[src/rtl/ex_stage.sv]
// ex_stage: execute stage of the integer pipeline.
//   LOGIC / SHIFT / ARITH classes resolve combinationally in one cycle.
//   DIV class uses an iterative restoring divider (one quotient bit per
//   cycle) behind an IDLE/BUSY/DONE FSM that stalls the ID/EX register.
// Optional feature: define EX_SIGNED_DIV_EN to add signed DIV/REM (0x32/0x33).
// Without it those opcodes behave like any unknown opcode.

module ex_stage (
  input  logic        clk,
  input  logic        rst,
  input  logic [7:0]  aluop_i,
  input  logic [3:0]  alusel_i,
  input  logic [63:0] oprand1_i,
  input  logic [63:0] oprand2_i,
  input  logic [4:0]  reg_write_addr_i,
  input  logic        reg_write_enable_i,
  input  logic        mem_valid_i,
  input  logic        mem_rw_i,
  output logic [63:0] reg_write_data_o,
  output logic [4:0]  reg_write_addr_o,
  output logic        reg_write_enable_o,
  output logic        mem_valid_o,
  output logic        mem_rw_o,
  output logic        stall_req_o
);

  localparam logic [3:0] SEL_LOGIC = 4'd1;
  localparam logic [3:0] SEL_SHIFT = 4'd2;
  localparam logic [3:0] SEL_ARITH = 4'd3;
  localparam logic [3:0] SEL_DIV   = 4'd4;

  localparam logic [7:0] OP_AND  = 8'h01;
  localparam logic [7:0] OP_OR   = 8'h02;
  localparam logic [7:0] OP_XOR  = 8'h03;
  localparam logic [7:0] OP_SLL  = 8'h10;
  localparam logic [7:0] OP_SRL  = 8'h11;
  localparam logic [7:0] OP_SRA  = 8'h12;
  localparam logic [7:0] OP_ADD  = 8'h20;
  localparam logic [7:0] OP_SUB  = 8'h21;
  localparam logic [7:0] OP_SLT  = 8'h22;
  localparam logic [7:0] OP_SLTU = 8'h23;
  localparam logic [7:0] OP_DIVU = 8'h30;
  localparam logic [7:0] OP_REMU = 8'h31;
`ifdef EX_SIGNED_DIV_EN
  localparam logic [7:0] OP_DIV  = 8'h32;
  localparam logic [7:0] OP_REM  = 8'h33;
  localparam logic [63:0] INT_MIN = 64'h8000_0000_0000_0000;
`endif

  typedef enum logic [1:0] {IDLE, BUSY, DONE} state_t;
  state_t state, state_nxt;

  logic [63:0] alu_res;
  logic        is_div;
  logic        div_zero;
  logic        div_ovf;
  logic [63:0] a_mag;
  logic [63:0] b_mag;

  // Divider datapath: quo_q starts as the dividend and shifts quotient bits in.
  logic [63:0] quo_q;
  logic [63:0] rem_q;
  logic [63:0] dvs_q;
  logic [5:0]  cnt_q;
  logic        rem_sel_q;
  logic [4:0]  addr_q;
  logic        we_q;
  logic [64:0] rem_sh;
  logic [64:0] rem_diff;
  logic [63:0] div_res;

`ifdef EX_SIGNED_DIV_EN
  logic op_signed;
  logic a_neg;
  logic b_neg;
  logic q_neg_q;
  logic r_neg_q;
`endif

  // Single-cycle ALU result; unknown class/opcode yields zero
  always_comb begin
    alu_res = '0;
    case (alusel_i)
      SEL_LOGIC: begin
        case (aluop_i)
          OP_AND:  alu_res = oprand1_i & oprand2_i;
          OP_OR:   alu_res = oprand1_i | oprand2_i;
          OP_XOR:  alu_res = oprand1_i ^ oprand2_i;
          default: alu_res = '0;
        endcase
      end
      SEL_SHIFT: begin
        case (aluop_i)
          OP_SLL:  alu_res = oprand1_i << oprand2_i[5:0];
          OP_SRL:  alu_res = oprand1_i >> oprand2_i[5:0];
          OP_SRA:  alu_res = $signed(oprand1_i) >>> oprand2_i[5:0];
          default: alu_res = '0;
        endcase
      end
      SEL_ARITH: begin
        case (aluop_i)
          OP_ADD:  alu_res = oprand1_i + oprand2_i;
          OP_SUB:  alu_res = oprand1_i - oprand2_i;
          OP_SLT:  alu_res = {63'd0, $signed(oprand1_i) < $signed(oprand2_i)};
          OP_SLTU: alu_res = {63'd0, oprand1_i < oprand2_i};
          default: alu_res = '0;
        endcase
      end
      default: alu_res = '0;
    endcase
  end

  // Only recognised division opcodes start the divider
  always_comb begin
    is_div = 1'b0;
    if (alusel_i == SEL_DIV) begin
      case (aluop_i)
        OP_DIVU, OP_REMU: is_div = 1'b1;
`ifdef EX_SIGNED_DIV_EN
        OP_DIV, OP_REM:   is_div = 1'b1;
`endif
        default:          is_div = 1'b0;
      endcase
    end
  end

  // Operand conditioning: magnitudes for signed ops, special-case detection
  always_comb begin
    div_zero = (oprand2_i == '0);
`ifdef EX_SIGNED_DIV_EN
    op_signed = aluop_i[1];
    a_neg     = op_signed & oprand1_i[63];
    b_neg     = op_signed & oprand2_i[63];
    a_mag     = a_neg ? (~oprand1_i + 64'd1) : oprand1_i;
    b_mag     = b_neg ? (~oprand2_i + 64'd1) : oprand2_i;
    div_ovf   = op_signed && (oprand1_i == INT_MIN) && (oprand2_i == '1);
`else
    a_mag     = oprand1_i;
    b_mag     = oprand2_i;
    div_ovf   = 1'b0;
`endif
  end

  // One restoring step: shift next dividend bit into the partial remainder
  always_comb begin
    rem_sh   = {rem_q, quo_q[63]};
    rem_diff = rem_sh - {1'b0, dvs_q};
  end

  // Final result selection with sign fix-up
  always_comb begin
    div_res = rem_sel_q ? rem_q : quo_q;
`ifdef EX_SIGNED_DIV_EN
    if (rem_sel_q ? r_neg_q : q_neg_q)
      div_res = ~div_res + 64'd1;
`endif
  end

  // FSM state register
  always_ff @(posedge clk) begin
    if (rst) state <= IDLE;
    else     state <= state_nxt;
  end

  // FSM next state; special cases skip the iteration entirely
  always_comb begin
    state_nxt = state;
    case (state)
      IDLE:    if (is_div) state_nxt = (div_zero || div_ovf) ? DONE : BUSY;
      BUSY:    if (cnt_q == 6'd63) state_nxt = DONE;
      DONE:    state_nxt = IDLE;
      default: state_nxt = IDLE;
    endcase
  end

  // Divider datapath: latch on entry, iterate while busy, hold in DONE
  always_ff @(posedge clk) begin
    if (rst) begin
      quo_q     <= '0;
      rem_q     <= '0;
      dvs_q     <= '0;
      cnt_q     <= '0;
      rem_sel_q <= 1'b0;
      addr_q    <= '0;
      we_q      <= 1'b0;
`ifdef EX_SIGNED_DIV_EN
      q_neg_q   <= 1'b0;
      r_neg_q   <= 1'b0;
`endif
    end else begin
      case (state)
        IDLE: begin
          if (is_div) begin
            rem_sel_q <= aluop_i[0];
            addr_q    <= reg_write_addr_i;
            we_q      <= reg_write_enable_i;
            cnt_q     <= '0;
            dvs_q     <= b_mag;
            // Special results are preloaded so DONE reads them unmodified
            if (div_zero) begin
              quo_q <= '1;
              rem_q <= oprand1_i;
            end else if (div_ovf) begin
              quo_q <= oprand1_i;
              rem_q <= '0;
            end else begin
              quo_q <= a_mag;
              rem_q <= '0;
            end
`ifdef EX_SIGNED_DIV_EN
            q_neg_q <= !div_zero && !div_ovf && (a_neg ^ b_neg);
            r_neg_q <= !div_zero && !div_ovf && a_neg;
`endif
          end
        end
        BUSY: begin
          if (!rem_diff[64]) begin
            rem_q <= rem_diff[63:0];
            quo_q <= {quo_q[62:0], 1'b1};
          end else begin
            rem_q <= rem_sh[63:0];
            quo_q <= {quo_q[62:0], 1'b0};
          end
          if (cnt_q != 6'd63) cnt_q <= cnt_q + 6'd1;
        end
        default: ;
      endcase
    end
  end

  // Output mux: pass-through ALU, stall while dividing, latched result in DONE
  always_comb begin
    reg_write_data_o   = '0;
    reg_write_addr_o   = '0;
    reg_write_enable_o = 1'b0;
    mem_valid_o        = 1'b0;
    mem_rw_o           = 1'b0;
    stall_req_o        = 1'b0;
    if (!rst) begin
      case (state)
        IDLE: begin
          reg_write_addr_o = reg_write_addr_i;
          if (is_div) begin
            stall_req_o = 1'b1;
          end else begin
            reg_write_data_o   = alu_res;
            reg_write_enable_o = reg_write_enable_i;
            mem_valid_o        = mem_valid_i;
            mem_rw_o           = mem_rw_i;
          end
        end
        BUSY: begin
          stall_req_o      = 1'b1;
          reg_write_addr_o = addr_q;
        end
        DONE: begin
          reg_write_data_o   = div_res;
          reg_write_addr_o   = addr_q;
          reg_write_enable_o = we_q;
        end
        default: ;
      endcase
    end
  end

endmodule

[config.mk]
export PLATFORM = sky130hd
export DESIGN_NAME = ex_stage
export DESIGN_NICKNAME = d
export VERILOG_FILES = /design/src/rtl/ex_stage.sv
export SDC_FILE = /design/constraint.sdc
export NUM_CORES = 2
export LEC_CHECK = 0
export ABC_AREA = 1
export CORE_MARGIN = 2
export CORE_UTILIZATION = 30
export CTS_BUF_LIST = sky130_fd_sc_hd__clkbuf_4
export DETAILED_ROUTE_END_ITERATION = 6
export HOLD_SLACK_MARGIN = 0.03
export PLACE_DENSITY = 0.47
export SLEW_MARGIN = 20
export SYNTH_ARGS = -nofsm -noshare
export SYNTH_HDL_FRONTEND = slang
export SYNTH_SLANG_ARGS = --single-unit
[constraint.sdc]
create_clock -name clk -period 4.1 [get_ports clk]
set_input_delay 0.41 -clock clk [delete_from_list [all_inputs] [get_ports clk]]
set_output_delay 0.41 -clock clk [all_outputs]
set_load 0.05 [all_outputs]
==> impl_metrics.toml <==
[placement]
place.detailed.hpwl_um = 259000
io_buffers = 222
dp_slack_ns = -0.722
gp_congestion = 1.12

[timing]
worst_pin_slew_ns = 1.02
setup_viol = 4
finalHoldViolations = 0
post-route-period-util_pct = 101
slew_headroom_pct = 31.0
fin_hold_ws_ns = 0.129
fin_ws_ns = -0.0354
setup_tns_ns = -0.0623
post-route-min-period_ns = 4.14
skew_ns = 0.120
rsz0062_at_grt = "yes"
max_freq_ghz = 0.242
slew_viol_final = 0

[setup_path]
arrival_ns = 3.73
critPathRequiredTime_ns = 3.69
cp-end-kind = "output pin"
start_kind = "input pin"
crit_type = "input pin to output pin"
worst_r2r_path_depth = 16
worstPathMaxFanout = 13

[clock_network]
clkLatencyLatePin_ns = 0.85
numCtsBuffers = 54
cts.sink_count = 207
root_buffer = "clkbuf_4"
clock_path_buffers = 3
clk_pin_slew_ns = 0.08
cts_tree = "done"
postCtsHoldBufs = 0
cts_max_level = 2

[die]
start_util_pct = 30.1
die_w_um = 367
die_height_um = 367
rows = 133
die_area_sq_um = 135000
core_area_sq_um = 131000
ios = 223

[synth]
netlist_instances = 7685
synth-edff-count = 0
yosysUniqueCellTypes = 59
yosysMostFrequentCell = "nand2_1"
synth_top_area_share_pct = 23.1
synth.area.top_cells = "nand2_1 (23%), nand3_1 (13%), dfxtp_1 (10%)"
avgSynthCellArea_sq_um = 5.14
ys_warn_count = 0
ys_ff_latch = 207
synthTopCellsByCount = "nand2_1 (2,426), inv_1 (1,091), nand3_1 (1,023)"
ys_async_sr_fraction_pct = 0
syn-cell-area_sq_um = 39500
ys_seq_area_share_pct = 10.5
yosysTopAreaCell = "nand2_1"
synthFlopType = "dfxtp_1"
synthesis.nets = 8102

[global_routing]
grtUsageMet3_pct = 10.3
busiest_layer = "met2"
antenna_found_initial = 20
met1_usage_pct = 57.9
grt_overflow_total = 0
track_usage_pct = 43.9
grt_pass1_vias = 54900
grt_max_degree = 97
grt_pass1_wl_um = 420000
grt_use_met2_pct = 62.2

[layout]
synthToLayoutAreaGrowth_pct = 49.2
drive_gt1_share_pct = 24.6
nets = 9472

[pwr]
p_leak_nw = 30.7
p_total_mw = 25.8
vdd.ir_drop.worst_uv = 1190
p_per_area_nw_per_um2 = 437

[detailed_routing]
detail_route.wl_per_cell_um = 28.5
first_pass_iters = 7
vias_per_cell = 5.54
drt_iter0_drc = 8029
routed-via-count = 60100
drc = 1
ant_nets = 0
drt_wl_total_um = 310000

[job]
maxCapViolCount = 0

[worst_hold_path]
hold_path_class = "input pin to flip-flop"
whs_path_depth = 4

[run_status]
status = "finished with violations"
violations = "DRC, setup timing"
## timing repair
item / 4_1_cts / 5_1_grt
setup endpoints to repair: 59 / 63
cloned: 0 / 0
pin swaps: 23 / 78
setup buffers: 6 / 16
gates resized for setup: 283 / 510
## routing by layer
layer	routed length [um]	share of wire, %	vias to the layer above
met5	25	0.0081	-
met4	27200	8.8	6
met3	32400	10	639
met2	122000	39	3558
met1	128000	41	28200
li1	-	-	27700
## area by class of cell
cell class,count,area (sq um)
Sequential cell,207,4150
Clock buffer,74,556
Fill cell,14600,72200
Multi-Input combinational cell,6001,32300
Clock inverter,22,141
Inverter,1109,4180
Antenna cell,6,15.0
Timing Repair Buffer,1682,15500
Tap cell,1755,2200
## state kept, by name, indices dropped and copies added, names as in the netlist
signal,cells
addr_q,5
cnt_q,6
dvs_q,64
quo_q,64
rem_q,64
rem_sel_q,1
state,2
we_q,1
## stage by stage
stage	utilization, %	instance area, sq um	instances
3_3_place_gp	42.1	55300	10700
2_1_floorplan	-	39500	7685
4_1_cts	43.4	57000	10800
3_5_place_dp	42.1	55300	10700
5_1_grt	45.0	58900	10900
6_report	45.0	59000	10900
## logic make-up (layout without fill, tap and decap cells)
kind of cell | count (synthesis) | count (layout) | synth area share (%)
AND/OR/NAND/NOR | 4261 | 4261 | 45.3
adder cells (fa/ha/maj) | 267 | 267 | 8.51
XOR/XNOR | 47 | 47 | 1.04
buffers and inverters | 1477 | 2887 | 14.5
other | 0 | 6 | 0
flip-flops | 207 | 207 | 10.5
AO/OA/AOI/OAI | 1420 | 1420 | 20.0
multiplexers | 6 | 6 | 0.152
## placed cells by master, fill, tap and decap left out, types with 37 or more instances in the layout
| master | synthesis | routed |
|---|---|---|
| nor2_2 | 11 | 75 |
| nor2_4 | 3 | 42 |
| a41oi_1 | 63 | 63 |
| nand3_1 | 1023 | 976 |
| inv_2 | 13 | 42 |
| nand2_2 | 19 | 168 |
| clkdlybuf4s50_1 | 0 | 102 |
| ha_1 | 264 | 200 |
| buf_6 | 6 | 44 |
| nand2_1 | 2426 | 2262 |
| clkbuf_4 | 0 | 74 |
| ha_4 | 0 | 53 |
| a21oi_2 | 8 | 79 |
| a21oi_1 | 586 | 497 |
| nor2_1 | 576 | 473 |
| o21ai_0 | 547 | 511 |
| o211ai_1 | 39 | 39 |
| nand3_2 | 7 | 44 |
| dfxtp_1 | 207 | 206 |
| o21ai_1 | 15 | 39 |
| o22ai_1 | 38 | 38 |
| nor3_1 | 47 | 37 |
| buf_4 | 3 | 1305 |
| buf_12 | 0 | 178 |
| nand4_1 | 64 | 64 |
| inv_1 | 1091 | 1057 |
## worst max-delay path, cell delays in order
cell	delay, ns
clkdlybuf4s50_1	0.48
inv_1	0.18
buf_4	0.21
nand3_1	0.17
inv_1	0.11
nand2_2	0.24
buf_12	0.16
buf_4	0.21
nor2_1	0.05
o21ai_0	0.80
nand3_1	0.15
nand2_1	0.11
a21oi_1	0.06
buf_4	0.18
buf_12	0.15
## final timing paths
path | slack, ns | startpoint | endpoint
max | -0.04 | aluop_i[5] | reg_write_data_o[29]
min | 0.13 | oprand2_i[17] | dvs_q[17]$_SDFFE_PP0P_
max reg2reg | 0.60 | quo_q[63]$_SDFFE_PP0P_ | rem_q[15]$_SDFFE_PP0P_
min reg2reg | 0.44 | quo_q[28]$_SDFFE_PP0P_ | quo_q[29]$_SDFFE_PP0P_
## report_power, final
group / leakage (nW) / total (mW) / switching (mW) / internal [mW]
clock network: 0.414 / 2.00 / 1.08 / 0.917
logic: 28.7 / 21.2 / 14.5 / 6.67
registers: 1.67 / 2.56 / 0.265 / 2.29
total: 30.7 / 25.8 / 15.9 / 9.88
Power figures use the tool's default switching activity.
